`src/rtl/fpnew_pkg.sv`:
```
// Shared fpnew types and per-format geometry helpers.
package fpnew_pkg;

    localparam int unsigned NUM_FP_FORMATS = 5;
    localparam int unsigned FP_FORMAT_BITS = 3;

    typedef enum logic [FP_FORMAT_BITS-1:0] {
        FP32    = 3'd0,
        FP64    = 3'd1,
        FP16    = 3'd2,
        FP8     = 3'd3,
        FP16ALT = 3'd4
    } fp_format_e;

    typedef enum logic [1:0] {
        QNAN    = 2'd0,
        INF     = 2'd1,
        ZERO    = 2'd2,
        MAXNORM = 2'd3
    } special_kind_e;

    typedef struct packed {
        logic nv;
        logic dz;
        logic of;
        logic uf;
        logic nx;
    } status_t;

    function automatic int unsigned exp_bits(fp_format_e fmt);
        case (fmt)
            FP32:    return 8;
            FP64:    return 11;
            FP16:    return 5;
            FP8:     return 5;
            FP16ALT: return 8;
            default: return 0;
        endcase
    endfunction

    function automatic int unsigned man_bits(fp_format_e fmt);
        case (fmt)
            FP32:    return 23;
            FP64:    return 52;
            FP16:    return 10;
            FP8:     return 2;
            FP16ALT: return 7;
            default: return 0;
        endcase
    endfunction

    function automatic int unsigned fp_width(fp_format_e fmt);
        return 1 + exp_bits(fmt) + man_bits(fmt);
    endfunction

    function automatic int unsigned max_width(logic [NUM_FP_FORMATS-1:0] mask);
        int unsigned w;
        w = 0;
        for (int unsigned f = 0; f < NUM_FP_FORMATS; f++) begin
            if (mask[f] && fp_width(fp_format_e'(FP_FORMAT_BITS'(f))) > w) begin
                w = fp_width(fp_format_e'(FP_FORMAT_BITS'(f)));
            end
        end
        return w;
    endfunction

endpackage

```
`src/rtl/fpnew_pipe_stage.sv`:
```
// One valid/ready register slice with synchronous flush; payload loads only on handshake.
module fpnew_pipe_stage #(
    parameter int unsigned Width = 1
) (
    input  logic             clk_i,
    input  logic             rst_i,
    input  logic             flush_i,
    input  logic             valid_i,
    output logic             ready_o,
    input  logic [Width-1:0] data_i,
    output logic             valid_o,
    input  logic             ready_i,
    output logic [Width-1:0] data_o
);

    logic             valid_q, valid_d;
    logic [Width-1:0] data_q, data_d;

    assign ready_o = ready_i | ~valid_q;

    always_comb begin
        valid_d = valid_q;
        data_d  = data_q;
        if (flush_i) begin
            valid_d = 1'b0;
        end else if (ready_o) begin
            valid_d = valid_i;
            if (valid_i) begin
                data_d = data_i;
            end
        end
    end

    always_ff @(posedge clk_i or posedge rst_i) begin
        if (rst_i) begin
            valid_q <= 1'b0;
            data_q  <= '0;
        end else begin
            valid_q <= valid_d;
            data_q  <= data_d;
        end
    end

    assign valid_o = valid_q;
    assign data_o  = data_q;

endmodule

```
`src/rtl/fpnew_special_pipe.sv`:
```
// Pipelined generator of IEEE-754 special values (qNaN, inf, zero, max-normal)
// for every enabled fpnew format, NaN-boxed to WIDTH, with matching status flags.
module fpnew_special_pipe
    import fpnew_pkg::*;
#(
    parameter int unsigned                   WIDTH       = 64,
    parameter logic [NUM_FP_FORMATS-1:0]     FpFmtMask   = 5'b11111,
    parameter bit                            NanBox      = 1'b1,
    parameter int unsigned                   NumPipeRegs = 1,
    parameter int unsigned                   TagWidth    = 4
) (
    input  logic                      clk_i,
    input  logic                      rst_i,
    input  logic                      flush_i,
    input  logic                      valid_i,
    output logic                      ready_o,
    input  logic [FP_FORMAT_BITS-1:0] fmt_i,
    input  logic [1:0]                kind_i,
    input  logic                      use_sign_i,
    input  logic                      sign_i,
    input  logic                      invalid_i,
    input  logic                      overflow_i,
    input  logic [TagWidth-1:0]       tag_i,
    output logic [WIDTH-1:0]          result_o,
    output logic [4:0]                status_o,
    output logic [TagWidth-1:0]       tag_o,
    output logic                      valid_o,
    input  logic                      ready_i,
    output logic                      busy_o
);

    localparam int unsigned StatusWidth  = $bits(status_t);
    localparam int unsigned PayloadWidth = WIDTH + StatusWidth + TagWidth;

    // Built one bit wider than WIDTH so a full-width format shifts cleanly.
    function automatic logic [WIDTH-1:0] encode(input fp_format_e fmt,
                                                input special_kind_e kind,
                                                input logic s);
        int unsigned     e, m;
        logic [WIDTH:0]  one, body;
        e    = exp_bits(fmt);
        m    = man_bits(fmt);
        one  = (WIDTH+1)'(1);
        body = '0;
        case (kind)
            QNAN:    body = (((one << e) - one) << m) | (one << (m - 1));
            INF:     body = ((one << e) - one) << m;
            ZERO:    body = '0;
            MAXNORM: body = (((one << e) - (WIDTH+1)'(2)) << m) | ((one << m) - one);
            default: body = '0;
        endcase
        if (s && kind != QNAN) begin
            body = body | (one << (e + m));
        end
        if (NanBox) begin
            body = body | ~((one << fp_width(fmt)) - one);
        end
        return body[WIDTH-1:0];
    endfunction

    logic              fmt_ok_c;
    logic [WIDTH-1:0]  result_c;
    status_t           status_c;
    logic              ovf_kind_c;

    always_comb begin
        fmt_ok_c = 1'b0;
        result_c = '0;
        for (int unsigned f = 0; f < NUM_FP_FORMATS; f++) begin
            if (FpFmtMask[f] && fmt_i == FP_FORMAT_BITS'(f)) begin
                fmt_ok_c = 1'b1;
                result_c = encode(fp_format_e'(FP_FORMAT_BITS'(f)),
                                  special_kind_e'(kind_i),
                                  use_sign_i & sign_i);
            end
        end
    end

    assign ovf_kind_c = overflow_i & (special_kind_e'(kind_i) == INF ||
                                      special_kind_e'(kind_i) == MAXNORM);

    always_comb begin
        status_c    = '0;
        status_c.nv = invalid_i | ~fmt_ok_c;
        status_c.of = ovf_kind_c;
        status_c.nx = ovf_kind_c;
    end

    logic [NumPipeRegs:0]    stg_valid;
    logic [NumPipeRegs:0]    stg_ready;
    logic [PayloadWidth-1:0] stg_data [NumPipeRegs+1];

    assign stg_valid[0]           = valid_i;
    assign stg_data[0]            = {result_c, status_c, tag_i};
    assign stg_ready[NumPipeRegs] = ready_i;
    assign ready_o                = stg_ready[0];

    // Register chain; zero stages leaves the encoder combinational end to end.
    for (genvar k = 0; k < NumPipeRegs; k++) begin : g_stage
        fpnew_pipe_stage #(
            .Width(PayloadWidth)
        ) u_stage (
            .clk_i   (clk_i),
            .rst_i   (rst_i),
            .flush_i (flush_i),
            .valid_i (stg_valid[k]),
            .ready_o (stg_ready[k]),
            .data_i  (stg_data[k]),
            .valid_o (stg_valid[k+1]),
            .ready_i (stg_ready[k+1]),
            .data_o  (stg_data[k+1])
        );
    end

    assign valid_o                      = stg_valid[NumPipeRegs];
    assign {result_o, status_o, tag_o}  = stg_data[NumPipeRegs];
    assign busy_o                       = |(stg_valid >> 1);

endmodule
```
`config.mk`:
```
export PLATFORM = sky130hd
export DESIGN_NAME = fpnew_special_pipe
export DESIGN_NICKNAME = d
export VERILOG_FILES = /design/src/rtl/fpnew_pkg.sv /design/src/rtl/fpnew_pipe_stage.sv /design/src/rtl/fpnew_special_pipe.sv
export SDC_FILE = /design/constraint.sdc
export NUM_CORES = 1
export LEC_CHECK = 0
export BUFFER_PORTS_ARGS = -buffer_cell sky130_fd_sc_hd__buf_2
export CAP_MARGIN = 10
export CORE_MARGIN = 10
export CORE_UTILIZATION = 40
export CTS_CLUSTER_SIZE = 30
export DETAILED_ROUTE_END_ITERATION = 6
export GPL_TIMING_DRIVEN = 0
export PLACE_DENSITY = 0.72
export SLEW_MARGIN = 20
export SYNTH_ARGS = -nofsm -noshare
export SYNTH_HDL_FRONTEND = slang
export SYNTH_SLANG_ARGS = --single-unit
export TNS_END_PERCENT = 20
```
`constraint.sdc`:
```
create_clock -name clk_i -period 2.6 [get_ports clk_i]
set_input_delay 0.52 -clock clk_i [delete_from_list [all_inputs] [get_ports clk_i]]
set_output_delay 0.52 -clock clk_i [all_outputs]
set_load 0.02 [all_outputs]
```
==> results of run 1 <==
[area by class of cell]
| class | instances | area [um2] | share of cell area |
|---|---|---|---|
| clock buffer | 3 | 41.3 | 0.0170 |
| sequential | 28 | 701 | 0.289 |
| multi-input combinational | 88 | 683 | 0.281 |
| inverter | 7 | 26.3 | 0.0108 |
| clock inverter | 1 | 30.0 | 0.0124 |
| timing repair buffer | 90 | 450 | 0.186 |
| tap | 52 | 65.1 | 0.0268 |
| buffer | 58 | 430 | 0.177 |
[registers in the layout, indices dropped and copies added, names as in the netlist]
register,flops
g_stage.u_stage.valid_o,1
g_stage.u_stage.data_o,27
[placed cells by master, fill, tap and decap left out, types with 2 or more instances in the layout]
| master | n |
|---|---|
| a21o_1 | 2 |
| a21oi_1 | 16 |
| a311oi_1 | 2 |
| a31oi_1 | 7 |
| buf_2 | 92 |
| buf_4 | 50 |
| buf_6 | 3 |
| clkbuf_1 | 3 |
| clkbuf_8 | 3 |
| conb_1 | 2 |
| dfrtp_1 | 28 |
| ha_1 | 5 |
| inv_1 | 6 |
| mux2_2 | 12 |
| mux2i_1 | 2 |
| nand3_1 | 2 |
| nand3b_1 | 2 |
| nor2_1 | 3 |
| nor2b_1 | 2 |
| o21ai_0 | 2 |
| o21ba_2 | 2 |
| o22a_1 | 5 |
| o22ai_1 | 4 |
| o32ai_1 | 2 |
| or3_1 | 2 |
| or4_1 | 2 |
[layer usage]
layer	part of all wire	vias up	GRT usage
met5	0	-	0
met4	0.0034	0	0.0174
met3	0.13	4	0.0474
met2	0.44	68	0.185
met1	0.43	678	0.135
li1	-	777	-
[worst max-delay path, delay by kind of cell (launching register included)]
family                 cells  cell delay, ns
DFF                        1            0.43
buffers and inverters      2            0.59
and+or+nand+nor            1            0.11
[power breakdown]
group | internal [mW] | switching (mW) | total [mW]
registers | 0.508 | 0.0634 | 0.572
clock network | 0.206 | 0.137 | 0.343
logic | 0.373 | 0.462 | 0.835
[cells by family (layout without fill, tap and decap cells)]
group,count (synthesis),in the layout,synth area share
compound gates,47,47,0.175
fa+ha+maj,5,5,0.0341
mux,14,14,0.0845
simple gates,19,19,0.0695
flops,28,28,0.381
xor+xnor,1,1,0.00477
other cells,1,2,0.00204
buf+inv,65,159,0.249
[worst max-delay path by stage]
stage	endpoint	start	slack (ns)	cells past startpoint
2_1_floorplan	g_stage[0].u_stage.data_o[18]	kind_i[0]	0.98	4
3_3_place_gp	g_stage[0].u_stage.data_o[18]	kind_i[0]	0.75	5
3_5_place_dp	g_stage[0].u_stage.data_o[18]	kind_i[0]	0.74	5
4_1_cts	ready_o	g_stage[0].u_stage.valid_o	0.66	3
5_1_grt	ready_o	g_stage[0].u_stage.valid_o	0.59	3
6_report	ready_o	g_stage[0].u_stage.valid_o	0.67	3
[stage by stage]
step | instances | hold slack, ns
2_1_floorplan | 181 | 0.583
3_3_place_gp | 323 | 0.486
3_5_place_dp | 323 | 0.490
4_1_cts | 327 | 0.394
5_1_grt | 327 | 0.349
6_report | 327 | 0.292
==> results by group, run 1 <==
Clock network
  – Buffer count from post-CTS setup fixing: 0
  – CTS Buf Count: 3
  – Hold-fix buffers, CTS: 0
  – TritonCTS Sinks: 28
  – CTS resizes: 0
  – Clock tree from TritonCTS: done
  – Largest buffer count on any clock path: 2
  – Clock-pin slew of the registers on the worst-case setup and hold paths: around 0.10 ns
  – Clock latency on the worst-skew pair: roughly 0.27 ns
  – Root cell of the clock tree: clkbuf_8
  – H-Tree Level Count: 1

Floorplanning
  – Core Footprint: approximately 4400 um2
  – Placement row count: 24
  – Die Y-Extent: between 80 and 90 um
  – Ports placed on the boundary: 94
  – Die area: between 7000 and 8000 um2
  – Effective utilization at floorplan: 0.416
  – Die X: 87.8 um

Logic synthesis
  – List of most frequent post-synthesis cells: buf_4, dfrtp_1, a21oi_1, mux2_2
  – Flip-flop cell with the highest count after synthesis: dfrtp_1
  – Fraction of registers with async set/reset: 1.00
  – Biggest area contributors in the synthesized netlist: dfrtp_1, buf_4, mux2_2
  – Fraction of post-synthesis cell area in the top cell type by area: 0.381
  – Cell type with the largest total area after synthesis: dfrtp_1
  – Number of enable flip-flop cells after synthesis: 0
  – Mapped Cells: 180
  – Count leader, synth: buf_4
  – Part of the Yosys area used for sequential elements: 0.381
  – Total standard cell area after synthesis: 1840 um2
  – Number of storage elements in the synthesis netlist: 28
  – Average footprint of a synthesized cell: around 10 um2
  – Synth warnings: 0
  – Unique masters post-synth: 37

Route
  – Total Wirelength: around 4700 um
  – Count of vias placed by the detailed router: 1527
  – WL/cell: between 10 and 15 um
  – Remaining antenna violation count: 0
  – Via density: ~4.7
  – First DRT Iteration DRCs: between 60 and 70
  – DRC: 0
  – 1st-pass router iterations: 4

Power and ir drop
  – Pleak: 1.24 nW
  – Pwr Total: 1.75 mW
  – Power per unit of standard cell area: a little over 700 nW/um2
  – Peak VDD IR: approximately 0.32 mV

Setup path
  – CP startpoint kind: flip-flop
  – Cell-by-cell listing of the critical path: nand2b_4, clkbuf_1, buf_2
  – Category of the worst setup path capture point: output port
  – Critical-path cell with the highest stage delay: dfrtp_1
  – Worst setup path category: flip-flop to output port
  – Reg2Reg Capture Point: g_stage[0].u_stage.data_o[32]
  – Slack of the worst reg-to-reg path: around 1.2 ns
  – Largest driver fanout on the critical path: 10
  – Required @ worst endpoint: 2.08 ns
  – Cell depth of the worst flop-to-flop path: 5
  – Arrival @ worst endpoint: approximately 1.4 ns
  – Worst path max stage delay: between 0.4 and 0.5 ns
  – Reg-to-reg startpoint: g_stage[0].u_stage.valid_o

Final layout
  – Final design area excluding fillers: about 2400 um2
  – Fraction of layout instances using a drive strength above 1: 0.607
  – Final #Nets: about 300
  – Post-route core utilization: 0.550
  – Count of filler cells inserted in the layout: between 400 and 500
  – Growth of design area from synthesis to finish: 32.2%
  – Antenna Diode Count: 0

Timing
  – Setup repair after global routing missed its margin: false
  – Achievable frequency: between 500 and 600 MHz
  – Max-slew violation count: 0
  – Final setup violation count: 0
  – Minimum clock period after layout: between 1.5 and 2 ns
  – Post-Route Setup TNS: 0 ns
  – PnR worst setup slack: 0.674 ns
  – Transition time of the tightest slew-check pin: approximately 0.57 ns
  – Worst clock skew: around 0.0012 ns
  – Final Hold Violating Endpoints: 0
  – Worst slew slack as a fraction of its limit: 0.616
  – Share of the clock period used by the worst path after layout: 0.741

Placement
  – Instance area at placement: roughly 2400 um2
  – Routability-driven placement congestion ratio: between 0.8 and 0.9
  – Detailed placement HPWL: just under 4000 um
  – Number of port buffers: 90
  – Placement-stage worst setup slack: around 0.74 ns

GRT
  – Global-route wire length before repair: approximately 7200 um
  – Initial antenna violation count: 0
  – Grt ovf: 0
  – GRT Util Overall: 0.112
  – Maximum number of pins on one net before global-route repair: 29
  – Vias in the first global route: between 1000 and 1500

Flow run
  – Max-capacitance violation count: 0

Status
  – Status: completed

Min path
  – Hold Crit Class: input pin to async pin
Note: power is estimated with default switching activity, not from simulation.
==> run 2: changes to the inputs <==
==> constraint.sdc (replaced) <==
create_clock -name clk_i -period 1.8 [get_ports clk_i]
set_input_delay 0.36 -clock clk_i [delete_from_list [all_inputs] [get_ports clk_i]]
set_output_delay 0.36 -clock clk_i [all_outputs]
set_load 0.02 [all_outputs]
==> run 2 against run 1 <==
Against the previous run:
- combinational power rose by 45%
- final area shrank 0.15%
- total power grew 44%
- sequential share of layout area about the same
- critical path depth decreased by 1
- routed wire length is 0.64% lower
- hold slack worse by 0.16 ns
- clock skew barely moved
- cell count down 0.31%
- setup slack worse by 0.56 ns
- sequential power increased by 44%
- critical endpoint is now result_o[45]
- largest cell class unchanged
==> results by group, run 2 (synthesized netlist as in run 1, its figures left out) <==
Status
  – Status: completed

Route
  – Remaining antenna violation count: 0
  – Count of vias placed by the detailed router: about 1500
  – WL/cell: 14.4 um
  – First DRT Iteration DRCs: 55
  – Via density: between 4 and 5
  – Total Wirelength: 4690 um
  – 1st-pass router iterations: 4
  – DRC: 0

Setup path
  – Required @ worst endpoint: ~1.4 ns
  – Category of the worst setup path capture point: output port
  – Cell-by-cell listing of the critical path: buf_4, buf_2
  – Worst path max stage delay: ~0.70 ns
  – Worst setup path category: flip-flop to output port
  – Largest delay share family, worst path: flip-flops
  – Largest driver fanout on the critical path: 20
  – Critical-path cell with the highest stage delay: dfrtp_1
  – CP startpoint kind: flip-flop
  – CP Buf/Inv Count: 2
  – Arrival @ worst endpoint: ~1.3 ns

Clock network
  – Clock latency on the worst-skew pair: about 0.27 ns
  – Hold-fix buffers, CTS: 0
  – Largest buffer count on any clock path: 2
  – Root cell of the clock tree: clkbuf_8
  – Clock-pin slew of the registers on the worst-case setup and hold paths: 0.10 ns
  – Buffer count from post-CTS setup fixing: 0
  – CTS Buf Count: 3
  – TritonCTS Sinks: 28
  – CTS resizes: 0
  – H-Tree Level Count: 1
  – Clock tree from TritonCTS: done

Final layout
  – Final #Nets: between 200 and 300
  – Multi-input gate area in the final layout: around 680 um2
  – Most common cell after layout, fill and taps aside: buf_2
  – Sequential standard cell area: roughly 700 um2
  – Count of filler cells inserted in the layout: approximately 420
  – Flip-flop count of the largest register, all copies and words added: 27
  – Fraction of layout instances using a drive strength above 1: 0.609
  – Antenna Diode Count: 0
  – Growth of design area from synthesis to finish: 31.9%
  – Post-Layout Cell Count: 326
  – Leading cell types in the layout, fill and taps excluded: buf_2, buf_4, dfrtp_1, a21oi_1, mux2_2

Timing
  – Minimum clock period after layout: roughly 1.7 ns
  – PnR worst setup slack: 0.114 ns
  – Achievable frequency: around 600 MHz
  – Post-Route Setup TNS: 0 ns
  – Worst slew slack as a fraction of its limit: 0.618
  – Share of the clock period used by the worst path after layout: 0.936
  – Setup repair after global routing missed its margin: false
  – Final setup violation count: 0
  – Transition time of the tightest slew-check pin: ~0.57 ns
  – Worst clock skew: roughly 0.0016 ns
  – Final Hold Violating Endpoints: 0
  – Max-slew violation count: 0

Placement
  – Detailed placement HPWL: just under 4000 um
  – Routability-driven placement congestion ratio: between 0.8 and 0.9
  – Placement-stage worst setup slack: roughly 0.1 ns
  – Total instance count after detailed placement: 323
  – Number of port buffers: 90

GRT
  – GRT Util Overall: 0.112
  – Initial antenna violation count: 0
  – Maximum number of pins on one net before global-route repair: 29
  – Grt ovf: 0
  – Vias in the first global route: 1454
  – Global-route wire length before repair: approximately 7200 um

Floorplanning
  – Die X: 87.8 um
  – Ports placed on the boundary: 94
  – Die Y-Extent: just under 90 um
  – Placement row count: 24
  – Effective utilization at floorplan: 0.416
  – Core Footprint: 4410 um2
  – Die area: around 7700 um2

Flow run
  – Max-capacitance violation count: 0

Power and ir drop
  – Pwr Total: between 2 and 3 mW
  – Peak VDD IR: approximately 0.46 mV
  – Power per unit of standard cell area: 1040 nW/um2
  – Pleak: approximately 1.2 nW

Min path
  – Hold Crit Class: input pin to async pin
-- run 2: cell types whose count changed in the layout (fill, tap and decap cells not counted), sizes merged --
| cell | change |
|---|---|
| clkbuf | -1 |
-- run 2: routing by layer --
| layer | track usage | vias up | wire length (um) |
|---|---|---|---|
| met1 | 0.135 | 678 | 1970 |
| met5 | 0 | - | 0 |
| met4 | 0.0174 | 0 | 12 |
| met2 | 0.185 | 63 | 2080 |
| li1 | - | 774 | - |
| met3 | 0.0474 | 2 | 626 |
-- run 2: report_power, final --
group	internal, mW	switching (mW)
Clock	0.298	0.199
Combinational	0.538	0.667
Sequential	0.734	0.0911
-- run 2: worst paths after layout --
| path | start | to | slack, ns | cells after the start |
|---|---|---|---|---|
| max | g_stage[0].u_stage.data_o[59] | result_o[45] | 0.11 | 2 |
| max reg2reg | g_stage[0].u_stage.valid_o | g_stage[0].u_stage.data_o[32] | 0.27 | 5 |
| min reg2reg | g_stage[0].u_stage.data_o[1] | g_stage[0].u_stage.data_o[1] | 0.51 | 1 |
| min in group clk_i | flush_i | g_stage[0].u_stage.valid_o | 0.24 | 2 |
| min | rst_i | g_stage[0].u_stage.data_o[2] | 0.13 | 2 |
| max in group asynchronous | rst_i | g_stage[0].u_stage.data_o[19] | 1.29 | 2 |
-- run 2: per-stage QoR --
stage          instance area (um2)  utilization  hold slack (ns)
2_1_floorplan                 1840            -            0.423
3_3_place_gp                  2360        0.534            0.486
3_5_place_dp                  2360        0.534            0.490
4_1_cts                       2430        0.550            0.234
5_1_grt                       2420        0.549            0.189
6_report                      2420        0.549            0.130
-- run 2: layout make-up --
type                    instances  share of cell area
inverters                       7              0.0108
plain buffers                  57               0.176
clock inverters                 1              0.0124
clock buffers                   3              0.0170
repair buffers                 90               0.186
multi-input cells              88               0.282
well taps                      52              0.0268
flip-flops and latches         28               0.289
==> run 3: changes to the inputs <==
--- a/config.mk
+++ b/config.mk
@@ -5,14 +5,12 @@
 export SDC_FILE = /design/constraint.sdc
 export NUM_CORES = 1
 export LEC_CHECK = 0
-export BUFFER_PORTS_ARGS = -buffer_cell sky130_fd_sc_hd__buf_2
 export CAP_MARGIN = 10
 export CORE_MARGIN = 10
 export CORE_UTILIZATION = 40
 export CTS_CLUSTER_SIZE = 30
 export DETAILED_ROUTE_END_ITERATION = 6
-export GPL_TIMING_DRIVEN = 0
-export PLACE_DENSITY = 0.72
+export DONT_BUFFER_PORTS = 1
 export SLEW_MARGIN = 20
 export SYNTH_ARGS = -nofsm -noshare
 export SYNTH_HDL_FRONTEND = slang
==> run 3 against run 2 <==
Against the previous run:
- final area down 32%
- global-route usage down 0.76 points
- combinational power down 54%
- first-iteration DRC count up 9.1%
- register-to-register slack better by 0.02 ns
- critical path type is now flip-flop to flip-flop
- critical endpoint is now g_stage[0].u_stage.data_o[23]
==> results by group, run 3 (synthesized netlist as in run 1, its figures left out) <==
Status
  – Status: completed

Setup path
  – Largest driver fanout on the critical path: 27
  – Critical-path cell with the highest stage delay: dfrtp_1
  – Worst setup path category: flip-flop to flip-flop
  – Largest delay share family, worst path: simple AND/OR/NAND/NOR gates
  – CP Buf/Inv Count: 1
  – Arrival @ worst endpoint: 1.68 ns
  – Required @ worst endpoint: 1.97 ns
  – Slack of the worst reg-to-reg path: around 0.29 ns
  – Worst path max stage delay: between 0.4 and 0.5 ns
  – CP startpoint kind: flip-flop
  – Cell-by-cell listing of the critical path: nand2b_4, and2_1, buf_12, mux2_2
  – Category of the worst setup path capture point: flip-flop

Clock network
  – Largest buffer count on any clock path: 2
  – H-Tree Level Count: 1
  – Buffer count from post-CTS setup fixing: 0
  – CTS resizes: 0
  – CTS Buf Count: 3
  – Root cell of the clock tree: clkbuf_8
  – Clock-pin slew of the registers on the worst-case setup and hold paths: around 0.10 ns
  – Clock tree from TritonCTS: done
  – Hold-fix buffers, CTS: 0
  – Clock latency on the worst-skew pair: 0.28 ns
  – TritonCTS Sinks: 28

Final layout
  – Fraction of layout instances using a drive strength above 1: 0.230
  – Final design area excluding fillers: approximately 1600 um2
  – Post-Layout Cell Count: 187
  – Most common cell after layout, fill and taps aside: dfrtp_1
  – Flip-flop count of the largest register, all copies and words added: 27
  – Antenna Diode Count: 0
  – Final #Nets: around 160
  – Growth of design area from synthesis to finish: -10.2%
  – Leading cell types in the layout, fill and taps excluded: dfrtp_1, a21oi_1, mux2_2, inv_1, a31oi_1

Placement
  – Number of port buffers: 0
  – Instance area at placement: approximately 1600 um2
  – Detailed placement HPWL: 2920 um
  – Routability-driven placement congestion ratio: slightly below 0.9
  – Total instance count after detailed placement: ~180

Timing
  – Final setup violation count: 0
  – Worst clock skew: 0.00390 ns
  – Post-Route Setup TNS: 0 ns
  – Transition time of the tightest slew-check pin: about 0.75 ns
  – Share of the clock period used by the worst path after layout: 0.837
  – Worst slew slack as a fraction of its limit: 0.499
  – Worst hold slack: about 0.026 ns
  – Final Hold Violating Endpoints: 0
  – Achievable frequency: 664 MHz
  – Minimum clock period after layout: between 1.5 and 2 ns
  – Max-slew violation count: 0
  – Setup repair after global routing missed its margin: false

GRT
  – Global-route wire length before repair: around 6300 um
  – Vias in the first global route: 1163
  – GRT Util Overall: 0.105
  – Initial antenna violation count: 0
  – Maximum number of pins on one net before global-route repair: 29
  – Grt ovf: 0

Route
  – WL/cell: 21.3 um
  – Remaining antenna violation count: 0
  – Via density: ~5.7
  – Count of vias placed by the detailed router: 1070
  – Total Wirelength: roughly 4000 um
  – DRC: 0
  – First DRT Iteration DRCs: 60
  – 1st-pass router iterations: 4

Floorplanning
  – Die Y-Extent: 87.8 um
  – Die X: around 90 um
  – Placement row count: 24
  – Die area: between 7000 and 8000 um2
  – Effective utilization at floorplan: 0.416
  – Core Footprint: about 4400 um2
  – Ports placed on the boundary: 94

Power and ir drop
  – Power per unit of standard cell area: roughly 1200 nW/um2
  – Pwr Total: a little over 2 mW
  – Peak VDD IR: about 0.36 mV
  – Pleak: 0.678 nW

Min path
  – Hold Crit Class: input pin to async pin

Flow run
  – Max-capacitance violation count: 0
[run 3: cell types whose count changed in the layout (fill, tap and decap cells not counted), moves of 2 or more]
cell / change
buf_4: -45
buf_2: -92
buf_6: -3
dfrtp_1: -2
clkbuf_1: -2
buf_12: +3
[run 3: worst register-to-register path: cells and delay by family, from the launching register on]
| kind | cells | cell delay, ns |
|---|---|---|
| buffers and inverters | 1 | 0.19 |
| flip-flops | 1 | 0.42 |
| multiplexers | 1 | 0.36 |
| AND/OR/NAND/NOR | 2 | 0.43 |
[run 3: through the flow]
step	util	setup slack, ns
2_1_floorplan	-	0.340
3_3_place_gp	0.357	0.298
4_1_cts	0.374	0.295
6_report	0.374	0.294
3_5_place_dp	0.357	0.241
5_1_grt	0.374	0.236
[run 3: path summary, 6_finish.rpt]
path / start / endpoint / depth (start not counted)
max: g_stage[0].u_stage.valid_o / g_stage[0].u_stage.data_o[23] / 4
min: rst_i / g_stage[0].u_stage.data_o[3] / 2
max reg2reg: g_stage[0].u_stage.valid_o / g_stage[0].u_stage.data_o[23] / 4
min reg2reg: g_stage[0].u_stage.data_o[30] / g_stage[0].u_stage.data_o[30] / 1
max in group asynchronous: rst_i / g_stage[0].u_stage.data_o[59] / 2
min in group clk_i: flush_i / g_stage[0].u_stage.valid_o / 1
[run 3: where the power goes]
part           internal, mW  leakage (nW)  switching, mW
logic                 0.165         0.316          0.391
clock network         0.298        0.0357          0.202
registers             0.736         0.326          0.237
[run 3: metal layers]
layer  GRT usage  wire length, um  part of all wire
met1       0.117             1530              0.39
met2       0.169             1930              0.48
met3      0.0511              454              0.11
met4      0.0391               63             0.016
met5           0                0                 0
[run 3: layout make-up]
class / instances / area [um2]
Tap cell: 52 / 65.1
Fill cell: 446 / 2770
Inverter: 7 / 26.3
Sequential cell: 28 / 706
Timing Repair Buffer: 8 / 97.6
Multi-Input combinational cell: 88 / 683
Clock buffer: 3 / 41.3
Clock inverter: 1 / 30.0
